[src/rtl/zeroriscy_bnn_engine_pkg.sv]
// Shared definitions for the BNN execution unit: operation codes,
// FSM state encoding and the XNOR-popcount to signed term mapping.
package zeroriscy_bnn_engine_pkg;

    localparam logic [2:0] BNN_OP_LDW = 3'b000;
    localparam logic [2:0] BNN_OP_LDA = 3'b001;
    localparam logic [2:0] BNN_OP_CLR = 3'b010;
    localparam logic [2:0] BNN_OP_MAC = 3'b011;
    localparam logic [2:0] BNN_OP_ACT = 3'b100;
    localparam logic [2:0] BNN_OP_RDA = 3'b101;

    typedef enum logic [1:0] {
        BNN_IDLE,
        BNN_RUN,
        BNN_DONE
    } bnn_state_e;

    // Matching bits count +1, differing bits -1: term = 2*pc - 32.
    function automatic logic signed [6:0] bnn_term(input logic [5:0] pc);
        logic [6:0] t;
        t = {pc, 1'b0} - 7'd32;
        return $signed(t);
    endfunction

endpackage

[src/rtl/zeroriscy_bnn_popcnt.sv]
// Combinational XNOR-popcount of two 32-bit words via an adder tree.
// Ports: i_w, i_a (32-bit operands), o_cnt (number of equal bits, 0..32).
module zeroriscy_bnn_popcnt (
    input  logic [31:0] i_w,
    input  logic [31:0] i_a,
    output logic [5:0]  o_cnt
);

    logic [31:0] w_x;
    logic [1:0]  w_l1 [16];
    logic [2:0]  w_l2 [8];
    logic [3:0]  w_l3 [4];
    logic [4:0]  w_l4 [2];

    always_comb begin
        w_x = ~(i_w ^ i_a);
        for (int i = 0; i < 16; i++) begin
            w_l1[i] = {1'b0, w_x[2*i]} + {1'b0, w_x[2*i+1]};
        end
        for (int i = 0; i < 8; i++) begin
            w_l2[i] = {1'b0, w_l1[2*i]} + {1'b0, w_l1[2*i+1]};
        end
        for (int i = 0; i < 4; i++) begin
            w_l3[i] = {1'b0, w_l2[2*i]} + {1'b0, w_l2[2*i+1]};
        end
        for (int i = 0; i < 2; i++) begin
            w_l4[i] = {1'b0, w_l3[2*i]} + {1'b0, w_l3[2*i+1]};
        end
        o_cnt = {1'b0, w_l4[0]} + {1'b0, w_l4[1]};
    end

endmodule

[src/rtl/zeroriscy_bnn_engine.sv]
// Binarized-NN execution unit: weight/activation buffers, multi-cycle
// XNOR-popcount MAC into a signed accumulator, threshold activation.
// Ports: clk, rst_n (sync, active low), bnn_en_i, bnn_operator_i[2:0],
//        bnn_addr_i[31:0], bnn_data_i[31:0] in; bnn_result_o[31:0],
//        bnn_ready_o out (stalls EX exactly like the mult/div unit).
module zeroriscy_bnn_engine
    import zeroriscy_bnn_engine_pkg::*;
#(
    parameter int DEPTH = 16,
    parameter int ACC_W = 32
) (
    input  logic        clk,
    input  logic        rst_n,
    input  logic        bnn_en_i,
    input  logic [2:0]  bnn_operator_i,
    input  logic [31:0] bnn_addr_i,
    input  logic [31:0] bnn_data_i,
    output logic [31:0] bnn_result_o,
    output logic        bnn_ready_o
);

    localparam int AW = $clog2(DEPTH);
    localparam int CW = (ACC_W > 32) ? ACC_W : 32;

    bnn_state_e r_state;
    bnn_state_e w_state_nxt;

    logic [31:0] r_wbuf [DEPTH];
    logic [31:0] r_abuf [DEPTH];

    logic signed [ACC_W-1:0] r_acc;
    logic signed [ACC_W-1:0] r_sum;
    logic [AW-1:0]           r_idx;
    logic [AW-1:0]           r_base;
    logic [AW:0]             r_cnt;

    logic [AW:0]             w_n;
    logic [AW-1:0]           w_addr;
    logic [AW-1:0]           w_widx;
    logic [5:0]              w_pc;
    logic signed [6:0]       w_term;
    logic signed [ACC_W-1:0] w_acc_new;
    logic                    w_run_last;
    logic                    w_mac_start;
    logic                    w_idle_en;
    logic signed [CW-1:0]    w_cmp_acc;
    logic signed [CW-1:0]    w_cmp_thr;
    logic [31:0]             w_acc32;
    logic [31:0]             w_new32;
    logic                    w_unused_addr;

    assign w_addr        = bnn_addr_i[AW-1:0];
    assign w_unused_addr = ^bnn_addr_i[31:AW];

    // Word count clamps to the buffer depth.
    always_comb begin
        if (bnn_data_i[15:0] > 16'(DEPTH)) begin
            w_n = (AW+1)'(DEPTH);
        end else begin
            w_n = bnn_data_i[AW:0];
        end
    end

    // Weight index wraps naturally in AW bits; activations start at 0.
    assign w_widx = r_base + r_idx;

    zeroriscy_bnn_popcnt u_popcnt (
        .i_w   (r_wbuf[w_widx]),
        .i_a   (r_abuf[r_idx]),
        .o_cnt (w_pc)
    );

    assign w_term      = bnn_term(w_pc);
    assign w_acc_new   = r_acc + r_sum;
    assign w_run_last  = ({1'b0, r_idx} == r_cnt - (AW+1)'(1));
    assign w_idle_en   = bnn_en_i && (r_state == BNN_IDLE);
    assign w_mac_start = w_idle_en && (bnn_operator_i == BNN_OP_MAC)
                         && (w_n != '0);

    assign w_cmp_acc = CW'(r_acc);
    assign w_cmp_thr = CW'($signed(bnn_data_i));
    assign w_acc32   = 32'(r_acc);
    assign w_new32   = 32'(w_acc_new);

    // State register
    always_ff @(posedge clk) begin
        if (!rst_n) begin
            r_state <= BNN_IDLE;
        end else begin
            r_state <= w_state_nxt;
        end
    end

    // Next-state logic; dropping enable abandons an in-flight MAC.
    always_comb begin
        w_state_nxt = r_state;
        unique case (r_state)
            BNN_IDLE: begin
                if (w_mac_start) begin
                    w_state_nxt = BNN_RUN;
                end
            end
            BNN_RUN: begin
                if (!bnn_en_i) begin
                    w_state_nxt = BNN_IDLE;
                end else if (w_run_last) begin
                    w_state_nxt = BNN_DONE;
                end
            end
            BNN_DONE: w_state_nxt = BNN_IDLE;
            default:  w_state_nxt = BNN_IDLE;
        endcase
    end

    // Output logic
    always_comb begin
        bnn_ready_o  = 1'b0;
        bnn_result_o = '0;
        if (bnn_en_i) begin
            unique case (r_state)
                BNN_IDLE: begin
                    bnn_ready_o = 1'b1;
                    unique case (bnn_operator_i)
                        BNN_OP_MAC: begin
                            if (w_n != '0) begin
                                bnn_ready_o = 1'b0;
                            end else begin
                                bnn_result_o = w_acc32;
                            end
                        end
                        BNN_OP_ACT: begin
                            bnn_result_o = (w_cmp_acc >= w_cmp_thr)
                                           ? 32'd1 : 32'd0;
                        end
                        BNN_OP_RDA: bnn_result_o = w_acc32;
                        default:    bnn_result_o = '0;
                    endcase
                end
                BNN_RUN:  bnn_ready_o = 1'b0;
                BNN_DONE: begin
                    bnn_ready_o  = 1'b1;
                    bnn_result_o = w_new32;
                end
                default: bnn_ready_o = 1'b0;
            endcase
        end
    end

    // Buffers are plain flop arrays without reset.
    always_ff @(posedge clk) begin
        if (w_idle_en && bnn_operator_i == BNN_OP_LDW) begin
            r_wbuf[w_addr] <= bnn_data_i;
        end
        if (w_idle_en && bnn_operator_i == BNN_OP_LDA) begin
            r_abuf[w_addr] <= bnn_data_i;
        end
    end

    // Datapath: counters, running sum and accumulator.
    always_ff @(posedge clk) begin
        if (!rst_n) begin
            r_acc  <= '0;
            r_sum  <= '0;
            r_idx  <= '0;
            r_cnt  <= '0;
            r_base <= '0;
        end else begin
            unique case (r_state)
                BNN_IDLE: begin
                    if (w_idle_en && bnn_operator_i == BNN_OP_CLR) begin
                        r_acc <= '0;
                    end
                    if (w_mac_start) begin
                        r_base <= w_addr;
                        r_cnt  <= w_n;
                        r_idx  <= '0;
                        r_sum  <= '0;
                    end
                end
                BNN_RUN: begin
                    if (bnn_en_i) begin
                        r_sum <= r_sum + ACC_W'(w_term);
                        r_idx <= r_idx + AW'(1);
                    end
                end
                BNN_DONE: begin
                    if (bnn_en_i) begin
                        r_acc <= w_acc_new;
                    end
                end
                default: begin
                    r_idx <= '0;
                end
            endcase
        end
    end

endmodule
[config.mk]
export PLATFORM = sky130hd
export DESIGN_NAME = zeroriscy_bnn_engine
export DESIGN_NICKNAME = d
export VERILOG_FILES = /design/src/rtl/zeroriscy_bnn_engine_pkg.sv /design/src/rtl/zeroriscy_bnn_popcnt.sv /design/src/rtl/zeroriscy_bnn_engine.sv
export SDC_FILE = /design/constraint.sdc
export NUM_CORES = 1
export LEC_CHECK = 0
export ABC_CLOCK_PERIOD_IN_PS = 31600
export CORE_MARGIN = 2
export CORE_UTILIZATION = 55
export CTS_CLUSTER_DIAMETER = 80
export DETAILED_ROUTE_END_ITERATION = 8
export PLACE_DENSITY = 0.74
export SYNTH_ARGS = -nofsm -noshare
export SYNTH_HDL_FRONTEND = slang
export SYNTH_SLANG_ARGS = --single-unit
[constraint.sdc]
create_clock -name clk -period 31.6 [get_ports clk]
set_input_delay 7.9 -clock clk [delete_from_list [all_inputs] [get_ports clk]]
set_output_delay 7.9 -clock clk [all_outputs]
set_load 0.05 [all_outputs]
==> summary.txt, run 1 <==
Global route
  • Routing usage on met3: 0.0451
  • Gr usage total: 0.267
  • Global-route wire length before repair: 170 mm
  • Largest net degree at the start of global routing: 111
  • Total grt overflow: 0
  • Top Usage Layer GRT: met2
  • M2 GR Usage: 0.447
  • Initial antenna violation count: 3
  • GRT met1 Usage: 0.364
  • Vias in the first global route: 26000

Route
  • Via Count: 25800
  • DR DRC count: 0
  • Routed wirelength normalized by instance count: 28.5 um
  • DRT Pass-1 Iters: 5
  • ANT nets after route: 0
  • First DRT Iteration DRCs: 2817
  • Detailed Route WL: 115 mm
  • Vias per inst: 6.40

Placed design
  • GPL Wtd Cong: 0.896
  • Post-DP Area: 49600 sq um
  • PortBufs: 74
  • Dpl hpwl: 66.0 mm
  • Placed Cells: 3828

Setup path
  • Startpoint Class: input port
  • Critical Path Max Stage Delay: 1.30 ns
  • CP Capture Type: output pin
  • Slowest cell on the critical path: clkdlybuf4s50_1
  • CP arrival: 12.15 ns
  • Cells along the critical path: clkdlybuf4s50_1, inv_1, ha_1, nand4_1, nor4_1, nand3_1, nand3_1, o31ai_1, a21oi_1, clkdlybuf4s50_1
  • Cell depth of the worst flop-to-flop path: 31
  • Max FO, Critical Path: 33
  • Crit Path Class: input port to output pin
  • Worst EP required: 23.70 ns

Clock network
  • Htree depth: 3
  • CTS tree: yes
  • Post-CTS Setup Inserts: 0
  • Hold Buf Count CTS: 0
  • CTS clk-pin slew, worst paths: 0.06 ns
  • Clk root buf: clkbuf_16
  • Post_cts resized: 0
  • CTS max path bufs: 3
  • Total clock sinks: 1106
  • Clock buffer count from CTS: 107
  • Clock Latency Late Sink: 0.68 ns

Yosys
  • Mapped Area: 47000 sq um
  • Synth async-reset ratio: 0
  • Sequential element share of the synthesized area: 0.689
  • Mean Syn Cell Area: 17.7 sq um
  • EDFF count, synth: 1024
  • Top_reg_cell synth: edfxtp_1
  • Post-Syn Nets: 2860
  • Post-Synthesis Cells: 2655
  • Synth Warn #: 0
  • Synth Register Bits: 1106
  • Yosys cell types: 71

Floorplan
  • Die width: 296 um
  • Core Rows: 107
  • Core area: 84900 sq um
  • Die area: 87800 sq um
  • Top Ports: 103
  • Initial Utilization: 0.554
  • Die Y-Extent: 296 um

Final layout
  • Reg area: 32400 sq um
  • Non-filler instance count after layout: 4027
  • NumNets Final: 2998
  • Area Overhead vs Synth: 13.0%
  • # fillers: 5771
  • Share of post-route cells with drive strength above 1: 0.204
  • Multi-input gate area: 14200 sq um
  • Final Instance Area: 53100 sq um

STA
  • Relative slew slack: 0.145
  • Worst slew pin tran: 1.28 ns
  • RSZ-0062 raised after global routing: no
  • Post-route clock period utilization: 0.635
  • Time the worst path needs with I/O delays and setup: 20.05 ns
  • Clock skew: 0.0337 ns
  • Final Hold Vio Count: 0
  • Setup TNS: 0 ns
  • Final Max Tran Viols: 0
  • Final setup viols: 0
  • Fmax: 49.9 MHz

Power and ir drop
  • Worst VDD drop: 0.132 mV
  • Static leakage: 17.3 nW
  • Pwr dens: 74.0 nW/um^2

Run
  • Max-cap viol count: 0

Hold path
  • Hold Path Class: register to register
  • Depth of the worst hold-timing path: 2

Run status
  • Status: complete, no violations
## per-layer routing
layer / wire length [um] / part of all wire / up-vias
met5: 24 / 0.00021 / -
met2: 57700 / 0.50 / 1319
li1: - / - / 10900
met1: 44800 / 0.39 / 13400
met3: 9380 / 0.082 / 188
met4: 2990 / 0.026 / 4
## cell usage after synthesis, drive strengths merged (18+ instances only)
cell / n / area share
xor2: 55 / 0.010
nand4: 18 / 0.0024
a31oi: 41 / 0.0058
nand2: 177 / 0.014
xnor2: 45 / 0.0084
a22o: 19 / 0.0035
clkbuf: 76 / 0.0061
inv: 75 / 0.0060
a21o: 36 / 0.0057
dfxtp: 82 / 0.035
ha: 109 / 0.029
nor2: 115 / 0.0092
buf: 46 / 0.0046
and2: 38 / 0.0051
edfxtp: 1024 / 0.65
mux4: 288 / 0.14
a21oi: 109 / 0.012
nand3: 35 / 0.0037
a211oi: 42 / 0.0068
nor2b: 18 / 0.0024
fa: 26 / 0.011
o21ai: 55 / 0.0061
a22oi: 18 / 0.0029
## final timing paths
path                                from  slack (ns)                     end
hold / removal    r_base[2]$_SDFFE_PN0P_        0.46  r_base[2]$_SDFFE_PN0P_
hold reg to reg   r_base[2]$_SDFFE_PN0P_        0.46  r_base[2]$_SDFFE_PN0P_
setup reg to reg   r_idx[0]$_SDFFE_PN0P_       20.10  r_sum[31]$_SDFFE_PN0P_
setup / recovery          bnn_data_i[21]       11.55         bnn_result_o[0]
## worst max-delay path: cells and delay by family
family	cells	cell delay [ns]
fa+ha+maj	1	0.42
simple gates	4	0.97
compound gates	2	0.35
buf+inv	3	2.47
## logic make-up (layout without fill, tap and decap cells)
group	Yosys count	count (layout)	share of synthesized area
AND/OR/NAND/NOR	456	456	0.0444
AO/OA/AOI/OAI	371	371	0.0527
buffers and inverters	197	424	0.0167
XOR/XNOR	100	100	0.0186
other	0	1	0
adder cells (fa/ha/maj)	135	135	0.0401
multiplexers	290	290	0.138
flip-flops	1106	1106	0.689
## cells in the final DEF (no fill, tap or decap), drive strengths merged, types with 42 or more instances in the layout
| cell | Yosys | routed |
|---|---|---|
| xor2 | 55 | 55 |
| a211oi | 42 | 42 |
| edfxtp | 1024 | 1024 |
| clkinv | 0 | 45 |
| clkdlybuf4s50 | 0 | 74 |
| ha | 109 | 109 |
| o21ai | 55 | 55 |
| buf | 46 | 77 |
| inv | 75 | 79 |
| a21oi | 109 | 109 |
| xnor2 | 45 | 45 |
| nor2 | 115 | 115 |
| dfxtp | 82 | 82 |
| nand2 | 177 | 177 |
| mux4 | 288 | 288 |
| clkbuf | 76 | 133 |
## metrics by stage
step	utilization	total power, W	setup slack, ns	hold WS, ns
2_1_floorplan	-	0.00239	13.20	0.440
3_3_place_gp	0.584	0.00262	11.71	0.458
3_5_place_dp	0.584	0.00268	11.58	0.455
4_1_cts	0.626	0.00393	11.58	0.463
5_1_grt	0.626	0.00410	11.26	0.494
6_report	0.626	0.00393	11.55	0.463
## report_power, final
group | switching, W | total [W] | internal (W) | leakage (nW)
Combinational | 0.000665 | 0.00106 | 0.000390 | 5.79
Sequential | 0.00000583 | 0.00161 | 0.00161 | 9.87
Clock | 0.000554 | 0.00126 | 0.000709 | 1.68
## flip-flops by register name (all words and copies together) (netlist names), named ones only
name and count:
r_base 4, r_wbuf 512, r_state 2, r_acc 32, r_abuf 512, r_idx 4
r_cnt 5, r_sum 31
## area by class of cell
class / count / share of cell area
diodes: 1 / 0.0000471
clock buffers: 133 / 0.0527
clock inverters: 65 / 0.0133
inverters: 75 / 0.00530
multi-input cells: 1352 / 0.267
flip-flops and latches: 1106 / 0.610
well taps: 1144 / 0.0270
repair buffers: 151 / 0.0251
No activity file was read; power rests on OpenSTA's default activity.
==> inputs of run 2 (changes only) <==
ABC_CLOCK_PERIOD_IN_PS = 20500   (was 31600)
clock period = 20.5 ns   (was 31.6 ns; I/O delays follow)
==> run 2 against run 1 <==
Compared with the run above: sequential cell count stayed put; worst setup slack got worse by 5.9 ns; clock skew is essentially flat; via count is 0.44% higher; die area unchanged; core utilization rose by 0.27 points; sequential share of layout area is 0.26 points lower; critical path type unchanged.
==> summary.txt, run 2 (synthesis results as in run 1) <==
Floorplan
  • Core area: 84900 sq um (unchanged)
  • Die width: 296 um (unchanged)
  • Top Ports: 103 (unchanged)
  • Die Y-Extent: 296 um (unchanged)
  • Initial Utilization: 0.554 (unchanged)
  • Die area: 87800 sq um (unchanged)
  • Core Rows: 107 (unchanged)

Route
  • Top Metal Used: met5 (unchanged)
  • Detailed Route WL: 116 mm (was 115 mm)
  • Vias per inst: 6.40 (about the same)
  • DR WL met2: 56.8 mm (was 57.7 mm)
  • Wire length on met3: 10.4 mm (was 9.38 mm)
  • Via Count: 25900 (was 25800)
  • First DRT Iteration DRCs: 2900 (was 2817)
  • DR DRC count: 0 (unchanged)
  • Wire length on met1: 45.5 mm (was 44.8 mm)
  • Routed wirelength normalized by instance count: 28.8 um (was 28.5 um)
  • DRT Pass-1 Iters: 6 (was 5)
  • ANT nets after route: 0 (unchanged)

Final layout
  • # fillers: 5772 (was 5771)
  • Area Overhead vs Synth: 13.5% (was 13.0%)
  • Final Instance Area: 53300 sq um (was 53100 sq um)
  • Share of post-route cells with drive strength above 1: 0.211 (was 0.204)
  • Commonest cells after routing, fill and taps aside: edfxtp_1, mux4_2, nand2_1, clkbuf_16, ha_1 (was edfxtp_1, mux4_2, nand2_1, ha_1, clkbuf_16)
  • Non-filler instance count after layout: 4044 (was 4027)
  • Leading cell type in the layout, fill and taps excluded: edfxtp_1 (unchanged)
  • Multi-input gate area: 14200 sq um (about the same)
  • Top Registers: r_abuf (512), r_wbuf (512), r_acc (32) (unchanged)
  • Reg area: 32400 sq um (unchanged)
  • NumNets Final: 3010 (was 2998)

STA
  • Final setup viols: 0 (unchanged)
  • Fmax: 67.3 MHz
  • Final Max Tran Viols: 0 (unchanged)
  • Final Hold Vio Count: 0 (unchanged)
  • RSZ-0062 raised after global routing: no (unchanged)
  • Time the worst path needs with I/O delays and setup: 14.85 ns
  • Relative slew slack: 0.117 (was 0.145)
  • Post-route clock period utilization: 0.724
  • Worst slew pin tran: 1.32 ns (was 1.28 ns)
  • Setup TNS: 0 ns (unchanged)
  • Clock skew: 0.0338 ns (was 0.0337 ns)

Global route
  • Total grt overflow: 0 (unchanged)
  • Global-route wire length before repair: 172 mm (was 170 mm)
  • Largest net degree at the start of global routing: 65 (was 111)
  • Vias in the first global route: 26300 (was 26000)
  • Gr usage total: 0.271 (was 0.267)
  • Initial antenna violation count: 5 (was 3)

Placed design
  • Dpl hpwl: 66.1 mm (was 66.0 mm)
  • PortBufs: 74 (unchanged)
  • Placed Cells: 3839 (was 3828)
  • GPL Wtd Cong: 0.910 (was 0.896)
  • Post-DP Area: 49700 sq um (was 49600 sq um)

Power and ir drop
  • Total power: 0.00612 W (was 0.00393 W)
  • Pwr dens: 115 nW/um^2 (was 74.0 nW/um^2)
  • Static leakage: 17.5 nW (was 17.3 nW)
  • Worst VDD drop: 0.202 mV (was 0.132 mV)

Setup path
  • Max FO, Critical Path: 34 (was 33)
  • CP Capture Type: output pin (unchanged)
  • Crit Path Class: input port to output pin (unchanged)
  • CP arrival: 9.72 ns (was 12.15 ns)
  • Startpoint Class: input port (unchanged)
  • Worst EP required: 15.38 ns (was 23.70 ns)

Clock network
  • CTS tree: yes (unchanged)
  • Clk root buf: clkbuf_16 (unchanged)
  • CTS clk-pin slew, worst paths: 0.07 ns (was 0.06 ns)
  • Hold Buf Count CTS: 0 (unchanged)
  • CTS max path bufs: 3 (unchanged)
  • Post-CTS Setup Inserts: 0 (unchanged)
  • Clock Latency Late Sink: 0.69 ns (was 0.68 ns)
  • Post_cts resized: 0 (unchanged)
  • Total clock sinks: 1106 (unchanged)
  • Htree depth: 3 (unchanged)
  • Clock buffer count from CTS: 107 (unchanged)

Run status
  • Status: complete, no violations (unchanged)

Run
  • Max-cap viol count: 0 (unchanged)

Hold path
  • Hold Path Class: register to register (unchanged)
[run 2: per-stage QoR]
stage	worst slack, ns	util	hold slack [ns]
global route	5.34	0.628	0.479
floorplan	7.65	-	0.440
global placement	5.40	0.585	0.452
finish	5.65	0.628	0.462
CTS	5.36	0.628	0.465
detailed placement	5.39	0.585	0.457
[run 2: area by class of cell]
cell class                 count  area share
sequential                  1106       0.608
timing repair buffer         163      0.0264
multi-input combinational   1352       0.266
inverter                      75     0.00528
clock buffer                 136      0.0544
tap                         1144      0.0268
clock inverter                67      0.0139
antenna                        1   0.0000469
[run 2: worst max-delay path, cell delays in order]
cell,delay [ns]
clkdlybuf4s50_1,0.40
buf_4,0.26
nor4_2,0.86
nand4_1,0.32
nor3_1,0.21
a21oi_1,0.13
nor3_4,0.78
o211ai_1,0.24
o211ai_1,0.15
o31ai_1,0.10
a21oi_1,0.26
clkdlybuf4s50_1,0.87
[run 2: worst paths after layout]
path,startpoint,endpoint,slack [ns],depth (start not counted)
hold / removal,r_acc[0]$_SDFFE_PN0P_,r_acc[0]$_SDFFE_PN0P_,0.46,1
hold reg to reg,r_acc[0]$_SDFFE_PN0P_,r_acc[0]$_SDFFE_PN0P_,0.46,1
setup / recovery,bnn_data_i[11],bnn_result_o[0],5.65,12
setup reg to reg,r_idx[0]$_SDFFE_PN0P_,r_sum[31]$_SDFFE_PN0P_,8.69,32
[run 2: layer usage]
metal | track usage | vias to the layer above
li1 | - | 10900
met1 | 0.376 | 13400
met2 | 0.439 | 1331
met3 | 0.0492 | 219
met4 | 0.0907 | 4
met5 | 0 | -
[run 2: report_power, final]
group / internal (W) / switching (W)
registers: 0.00248 / 0.00000889
clock network: 0.00117 / 0.000854
logic: 0.000597 / 0.00101
